==> config.mk <==
export PLATFORM = sky130hd
export DESIGN_NAME = mips_mem_arbiter
export DESIGN_NICKNAME = d
export VERILOG_FILES = /design/src/rtl/mips_mem_arbiter.sv
export SDC_FILE = /design/constraint.sdc
export NUM_CORES = 1
export LEC_CHECK = 0
export ABC_AREA = 1
export ABC_CLOCK_PERIOD_IN_PS = 1700
export BUFFER_PORTS_ARGS = -buffer_cell sky130_fd_sc_hd__buf_4
export CAP_MARGIN = 30
export CORE_AREA = 2 2 146 148
export DETAILED_ROUTE_END_ITERATION = 6
export DIE_AREA = 0 0 148 150
export HOLD_SLACK_MARGIN = 0.02
export PLACE_DENSITY_LB_ADDON = 0.3
export RECOVER_POWER = 50
export SLEW_MARGIN = 10
export SYNTH_ARGS = -nofsm -noshare
export SYNTH_HDL_FRONTEND = slang
export SYNTH_SLANG_ARGS = --single-unit
==> constraint.sdc <==
create_clock -name clk -period 1.7 [get_ports clk]
set_input_delay 0.255 -clock clk [delete_from_list [all_inputs] [get_ports clk]]
set_output_delay 0.255 -clock clk [all_outputs]
set_load 0.01 [all_outputs]
==> src/rtl/mips_mem_arbiter.sv <==
// mips_mem_arbiter: merges the core's fetch and data channels onto one
// single-outstanding memory port. Data has priority over fetch; responses
// are steered back to the issuing channel combinationally. Also exposes
// occupancy counters for the performance-counter bank.
module mips_mem_arbiter #(
    parameter int ADDR_W = 32,
    parameter int DATA_W = 32
) (
    input  logic                  clk,
    input  logic                  rst,
    // instruction channel
    input  logic [ADDR_W-1:0]     PC,
    input  logic                  Inst_Req_Valid,
    output logic                  Inst_Req_Ack,
    output logic [DATA_W-1:0]     Instruction,
    output logic                  Inst_Valid,
    input  logic                  Inst_Ack,
    // data channel
    input  logic [ADDR_W-1:0]     Address,
    input  logic                  MemWrite,
    input  logic                  MemRead,
    input  logic [DATA_W-1:0]     Write_data,
    input  logic [DATA_W/8-1:0]   Write_strb,
    output logic                  Mem_Req_Ack,
    output logic [DATA_W-1:0]     Read_data,
    output logic                  Read_data_Valid,
    input  logic                  Read_data_Ack,
    // shared memory port
    output logic                  mem_req_valid,
    input  logic                  mem_req_ready,
    output logic [ADDR_W-1:0]     mem_req_addr,
    output logic                  mem_req_wen,
    output logic [DATA_W-1:0]     mem_req_wdata,
    output logic [DATA_W/8-1:0]   mem_req_wstrb,
    input  logic                  mem_resp_valid,
    output logic                  mem_resp_ready,
    input  logic [DATA_W-1:0]     mem_resp_data,
    // performance counters
    output logic [31:0]           arb_inst_cnt,
    output logic [31:0]           arb_data_cnt,
    output logic [31:0]           arb_wait_cnt
);

    localparam int STRB_W = DATA_W / 8;

    // one-hot state encoding
    localparam logic [4:0] ST_IDLE   = 5'b00001;
    localparam logic [4:0] ST_I_REQ  = 5'b00010;
    localparam logic [4:0] ST_I_RESP = 5'b00100;
    localparam logic [4:0] ST_D_REQ  = 5'b01000;
    localparam logic [4:0] ST_D_RESP = 5'b10000;

    logic [4:0]        state;
    logic [4:0]        state_next;

    logic [ADDR_W-1:0] lat_addr;
    logic [DATA_W-1:0] lat_wdata;
    logic [STRB_W-1:0] lat_wstrb;
    logic              lat_wen;

    logic is_idle, is_i_req, is_i_resp, is_d_req, is_d_resp;
    logic data_req;

    assign is_idle   = state[0];
    assign is_i_req  = state[1];
    assign is_i_resp = state[2];
    assign is_d_req  = state[3];
    assign is_d_resp = state[4];
    assign data_req  = MemRead | MemWrite;

    // state register; reset abandons any transaction in flight
    always_ff @(posedge clk) begin
        if (rst) state <= ST_IDLE;
        else     state <= state_next;
    end

    // next-state: data beats fetch in IDLE; stores skip the response phase
    always_comb begin
        state_next = state;
        case (state)
            ST_IDLE: begin
                if (data_req)            state_next = ST_D_REQ;
                else if (Inst_Req_Valid) state_next = ST_I_REQ;
            end
            ST_I_REQ:  if (mem_req_ready) state_next = ST_I_RESP;
            ST_I_RESP: if (mem_resp_valid && Inst_Ack) state_next = ST_IDLE;
            ST_D_REQ:  if (mem_req_ready) state_next = lat_wen ? ST_IDLE : ST_D_RESP;
            ST_D_RESP: if (mem_resp_valid && Read_data_Ack) state_next = ST_IDLE;
            default:   state_next = ST_IDLE;
        endcase
    end

    // outputs: request side from latched fields, response side pass-through;
    // handshake outputs held low while rst is asserted so no ack escapes
    always_comb begin
        mem_req_valid   = (is_i_req | is_d_req) & ~rst;
        Inst_Req_Ack    = is_i_req & mem_req_ready & ~rst;
        Mem_Req_Ack     = is_d_req & mem_req_ready & ~rst;
        Inst_Valid      = is_i_resp & mem_resp_valid & ~rst;
        Read_data_Valid = is_d_resp & mem_resp_valid & ~rst;
        mem_resp_ready  = ((is_i_resp & Inst_Ack) | (is_d_resp & Read_data_Ack)) & ~rst;
        Instruction     = is_i_resp ? mem_resp_data : '0;
        Read_data       = is_d_resp ? mem_resp_data : '0;
        mem_req_addr    = lat_addr;
        mem_req_wen     = lat_wen;
        mem_req_wdata   = lat_wdata;
        mem_req_wstrb   = lat_wen ? lat_wstrb : '0;
    end

    // capture the winning request in IDLE; fields hold until the handshake
    always_ff @(posedge clk) begin
        if (rst) begin
            lat_addr  <= '0;
            lat_wdata <= '0;
            lat_wstrb <= '0;
            lat_wen   <= 1'b0;
        end else if (is_idle) begin
            if (data_req) begin
                lat_addr  <= Address;
                lat_wdata <= Write_data;
                lat_wstrb <= Write_strb;
                lat_wen   <= MemWrite;   // read+write together is a write
            end else if (Inst_Req_Valid) begin
                lat_addr  <= PC;
                lat_wdata <= '0;
                lat_wstrb <= '0;
                lat_wen   <= 1'b0;
            end
        end
    end

    // occupancy counters, free-running and wrapping
    always_ff @(posedge clk) begin
        if (rst) begin
            arb_inst_cnt <= '0;
            arb_data_cnt <= '0;
            arb_wait_cnt <= '0;
        end else begin
            if (is_i_req && mem_req_ready) arb_inst_cnt <= arb_inst_cnt + 32'd1;
            if (is_d_req && mem_req_ready) arb_data_cnt <= arb_data_cnt + 32'd1;
            if ((is_i_req || is_d_req) && !mem_req_ready) arb_wait_cnt <= arb_wait_cnt + 32'd1;
        end
    end

endmodule

==> report_table.html <==
<table>
<tr><th>Metric</th><th>Value</th></tr>
<tr><th colspan="2">Status</th></tr>
<tr><td>Run status</td><td>finished, final reports clean</td></tr>
<tr><th colspan="2">Clock network</th></tr>
<tr><td>Num CTS Buffers</td><td>17</td></tr>
<tr><td>Number of levels in the clock H-tree</td><td>4</td></tr>
<tr><td>Library cell used as clock root buffer</td><td>sky130_fd_sc_hd__clkbuf_16</td></tr>
<tr><td>Hold-fix buffers, CTS</td><td>0</td></tr>
<tr><td>Clock latency at the later pin of the worst-skew pair</td><td>0.43 ns</td></tr>
<tr><td>Register clock-pin slew on the reported worst setup and hold paths</td><td>0.07 ns</td></tr>
<tr><td>Sink count of the clock tree</td><td>170</td></tr>
<tr><td>CTS Buffer Depth</td><td>2</td></tr>
<tr><td>TritonCTS clock tree</td><td>yes</td></tr>
<tr><th colspan="2">Layout</th></tr>
<tr><td>Final standard cell count with taps included and fillers excluded</td><td>1991</td></tr>
<tr><td>Nets</td><td>1847</td></tr>
<tr><td>FILL cells</td><td>2184</td></tr>
<tr><td>Area taken by flip-flops and latches</td><td>0.003406 mm^2</td></tr>
<tr><td>Fraction of layout cells with a size suffix above 1</td><td>20.05%</td></tr>
<tr><td>Synth-to-Final Area Change</td><td>39.02%</td></tr>
<tr><td>Highest-count cells in the layout ignoring fill and taps</td><td>sky130_fd_sc_hd__nand2_1 (389), sky130_fd_sc_hd__buf_4 (259), sky130_fd_sc_hd__inv_1 (196)</td></tr>
<tr><td>Number of antenna diodes</td><td>0</td></tr>
<tr><td>Area of combinational cells with multiple inputs</td><td>0.004273 mm^2</td></tr>
<tr><td>Leading cell type in the layout, fill and taps excluded</td><td>sky130_fd_sc_hd__nand2_1</td></tr>
<tr><th colspan="2">Place</th></tr>
<tr><td>Count of placed standard cells including taps</td><td>1957</td></tr>
<tr><td>Port Buf Inserts</td><td>375</td></tr>
<tr><td>Worst setup timing slack at the placement stage</td><td>0.06574 ns</td></tr>
<tr><td>Routability congestion estimate</td><td>0.8897</td></tr>
<tr><td>HPWL after detailed placement</td><td>22.30 mm</td></tr>
<tr><th colspan="2">Yosys</th></tr>
<tr><td>Yosys warning count</td><td>0</td></tr>
<tr><td>Number of nets in the synthesized netlist</td><td>1469</td></tr>
<tr><td>Cell variety after synth</td><td>36</td></tr>
<tr><td>Synth Area per Inst</td><td>6.503 um^2</td></tr>
<tr><td>Fraction of the yosys area taken by sequential cells</td><td>39.49%</td></tr>
<tr><td>Post-synth design cell area</td><td>0.008617 mm^2</td></tr>
<tr><td>Synthesized netlist cell count</td><td>1325</td></tr>
<tr><td>Flops &amp; latches, synth</td><td>170</td></tr>
<tr><th colspan="2">Timing</th></tr>
<tr><td>Worst Slack Setup Final</td><td>0.07541 ns</td></tr>
<tr><td>Worst clock skew</td><td>0.01277 ns</td></tr>
<tr><td>Relative slew slack</td><td>58.48%</td></tr>
<tr><td>Final sum of negative setup slack</td><td>0 ns</td></tr>
<tr><td>Number of pins exceeding their max-slew limit in the final report</td><td>0</td></tr>
<tr><td>Measured slew at the worst slew-check pin</td><td>0.6163 ns</td></tr>
<tr><td>Final setup fails</td><td>0</td></tr>
<tr><td>Upper clock frequency limit</td><td>0.6155 GHz</td></tr>
<tr><td>Unrepaired setup endpoints after global routing</td><td>yes</td></tr>
<tr><td>Final min period</td><td>1.625 ns</td></tr>
<tr><td>Total count of hold-check failures in the final report</td><td>0</td></tr>
<tr><td>Final worst-path cycle share</td><td>95.56%</td></tr>
<tr><th colspan="2">Setup path</th></tr>
<tr><td>Data arrival time at the worst-slack endpoint</td><td>1.37 ns</td></tr>
<tr><td>Crit. path cell count</td><td>4</td></tr>
<tr><td>CP Class</td><td>reg -&gt; out</td></tr>
<tr><td>Maximum single-stage delay on the critical path</td><td>0.37 ns</td></tr>
<tr><td>Kind of capture point of the worst setup path</td><td>output pin</td></tr>
<tr><td>Required time of the critical path</td><td>1.44 ns</td></tr>
<tr><td>Critical Path Start Type</td><td>flip-flop</td></tr>
<tr><td>Number of buffers and inverters on the critical path</td><td>2</td></tr>
<tr><td>Cell Chain, Critical Path</td><td>buf_12, nand2_1, a21oi_1, buf_4</td></tr>
<tr><td>Depth of the worst register-to-register path</td><td>8</td></tr>
<tr><td>Highest fanout seen on the critical path</td><td>35</td></tr>
<tr><td>Top delay family on crit path</td><td>flip-flops</td></tr>
<tr><td>Master of the slowest instance on the critical path</td><td>sky130_fd_sc_hd__dfxtp_1</td></tr>
<tr><th colspan="2">Power</th></tr>
<tr><td>Maximum vdd ir drop</td><td>0.0005821 V</td></tr>
<tr><td>Power density over the cells</td><td>880.4 mW/mm^2</td></tr>
<tr><td>Leakage power</td><td>0.005748 uW</td></tr>
<tr><td>Total power consumption of the routed design</td><td>10550 uW</td></tr>
<tr><th colspan="2">Global routing</th></tr>
<tr><td>Global routing usage summed across all routing layers</td><td>25.29%</td></tr>
<tr><td>Maximum number of pins on one net before global-route repair</td><td>49</td></tr>
<tr><td>Overflow left after global routing</td><td>0</td></tr>
<tr><td>Number of global-route vias before repair</td><td>9033</td></tr>
<tr><td>Global-route wire length before repair</td><td>45.15 mm</td></tr>
<tr><td>Antenna violations before repair</td><td>0</td></tr>
<tr><th colspan="2">Floorplanning</th></tr>
<tr><td>Total die area</td><td>0.02220 mm^2</td></tr>
<tr><td>Die height</td><td>150 um</td></tr>
<tr><td>Initial core utilization</td><td>41.65%</td></tr>
<tr><td>Floorplan row count</td><td>53</td></tr>
<tr><td>Die span in x</td><td>148 um</td></tr>
<tr><td>IO Count</td><td>376</td></tr>
<tr><td>Core area</td><td>0.02069 mm^2</td></tr>
<tr><th colspan="2">Min path</th></tr>
<tr><td>Hold path depth</td><td>3</td></tr>
<tr><td>Min-delay worst type</td><td>in -&gt; reg</td></tr>
<tr><th colspan="2">Drt</th></tr>
<tr><td>DR vias</td><td>9739</td></tr>
<tr><td>Routed wire length per instance</td><td>14.51 um</td></tr>
<tr><td>First-pass detailed-route iteration total</td><td>5</td></tr>
<tr><td>Detailed Route Iter0 Violations</td><td>489</td></tr>
<tr><td>Drc violations</td><td>0</td></tr>
<tr><td>Total length of routed wires</td><td>28.89 mm</td></tr>
<tr><td>Number of nets with antenna violations after routing</td><td>0</td></tr>
<tr><td>Via density per instance</td><td>4.892</td></tr>
<tr><th colspan="2">Run</th></tr>
<tr><td>Maximum capacitance violations</td><td>0</td></tr>
</table>
==> cells in the mapped netlist (all sizes together) <==
cell type,n,share of area [%]
nor2,171,9.1
inv,198,8.6
xnor2,1,0.10
a21oi,90,5.2
buf,12,0.97
o22ai,1,0.073
nand3,76,5.2
nand3b,3,0.26
and2,1,0.073
clkinv,1,0.058
xor2,3,0.30
and3,2,0.15
nor3b,3,0.26
or2,2,0.15
nand4,23,1.7
ha,3,0.44
a31oi,32,2.3
dfxtp,170,39
o21a,11,0.96
nand2,395,18
o21bai,2,0.22
o21ai,70,4.1
nor3,20,1.2
clkbuf,35,1.5
==> cells by family after synthesis <==
logic type	share of synthesized area [%]
AO/OA/AOI/OAI	12.86
XOR/XNOR	0.4066
adder cells (fa/ha/maj)	0.4356
buffers and inverters	11.18
flip-flops	39.49
AND/OR/NAND/NOR	35.62
==> area by class of cell <==
class,count,share of cell area (%)
Clock inverter,14,1.504
Timing Repair Buffer,406,21.61
Sequential cell,170,28.43
Multi-Input combinational cell,909,35.67
Inverter,199,6.246
Tap cell,275,2.872
Clock buffer,18,3.666
==> metrics by stage <==
stage	hold WS (ns)	instance area, um^2	util, %
finish	0.08670	11980	57.90
global route	0.08286	11980	57.90
CTS	0.06981	12460	60.24
detailed placement	0.4525	11840	57.21
global placement	0.4489	11840	57.21
floorplan	0.4026	8617	-
==> worst paths after layout <==
path	start	to	slack [ns]
min reg2reg	mem_req_wdata[11]	mem_req_wdata[11]	0.46
max reg2reg	arb_wait_cnt[1]	arb_wait_cnt[20]	0.11
min	Write_data[6]	mem_req_wdata[6]	0.09
max	state[4]	mem_resp_ready	0.08
==> routing by layer <==
layer  track usage (%)  vias up  share of wire (%)
li1                  -     4933                  -
met1             30.16     4420                 41
met2             43.87      328                 50
met4             10.48        0                3.4
met5                 0        -                  0
met3             5.793       58                6.1
==> flip-flops by register name, indices dropped and copies added, names as in the netlist <==
signal and count:
arb_data_cnt 32, arb_inst_cnt 32, arb_wait_cnt 32, lat_wstrb 4
mem_req_addr 32, mem_req_wdata 32, mem_req_wen 1, state 5
==> power breakdown <==
part           internal, uW  leakage, uW  switching, uW
Sequential             4280      0.00139            181
Clock                  2390     0.000305           1760
Combinational           760      0.00406           1170
Total                  7440      0.00575           3110
==> repair_timing <==
item	4_1_cts	5_1_grt
pin swaps	0	1
gates resized for setup	2	9
buffers inserted	0	2
setup endpoints to repair	17	35
==> worst reg2reg max path, stage by stage (launching register included) <==
cell and delay (ns):
sky130_fd_sc_hd__dfxtp_1 0.37, sky130_fd_sc_hd__ha_1 0.19, sky130_fd_sc_hd__inv_1 0.06, sky130_fd_sc_hd__nor2_1 0.17
sky130_fd_sc_hd__nand3_2 0.18, sky130_fd_sc_hd__nor2_4 0.24, sky130_fd_sc_hd__nand2_1 0.07, sky130_fd_sc_hd__o21ai_0 0.15
sky130_fd_sc_hd__nor2_1 0.05
(Power assumes the default switching activity.)
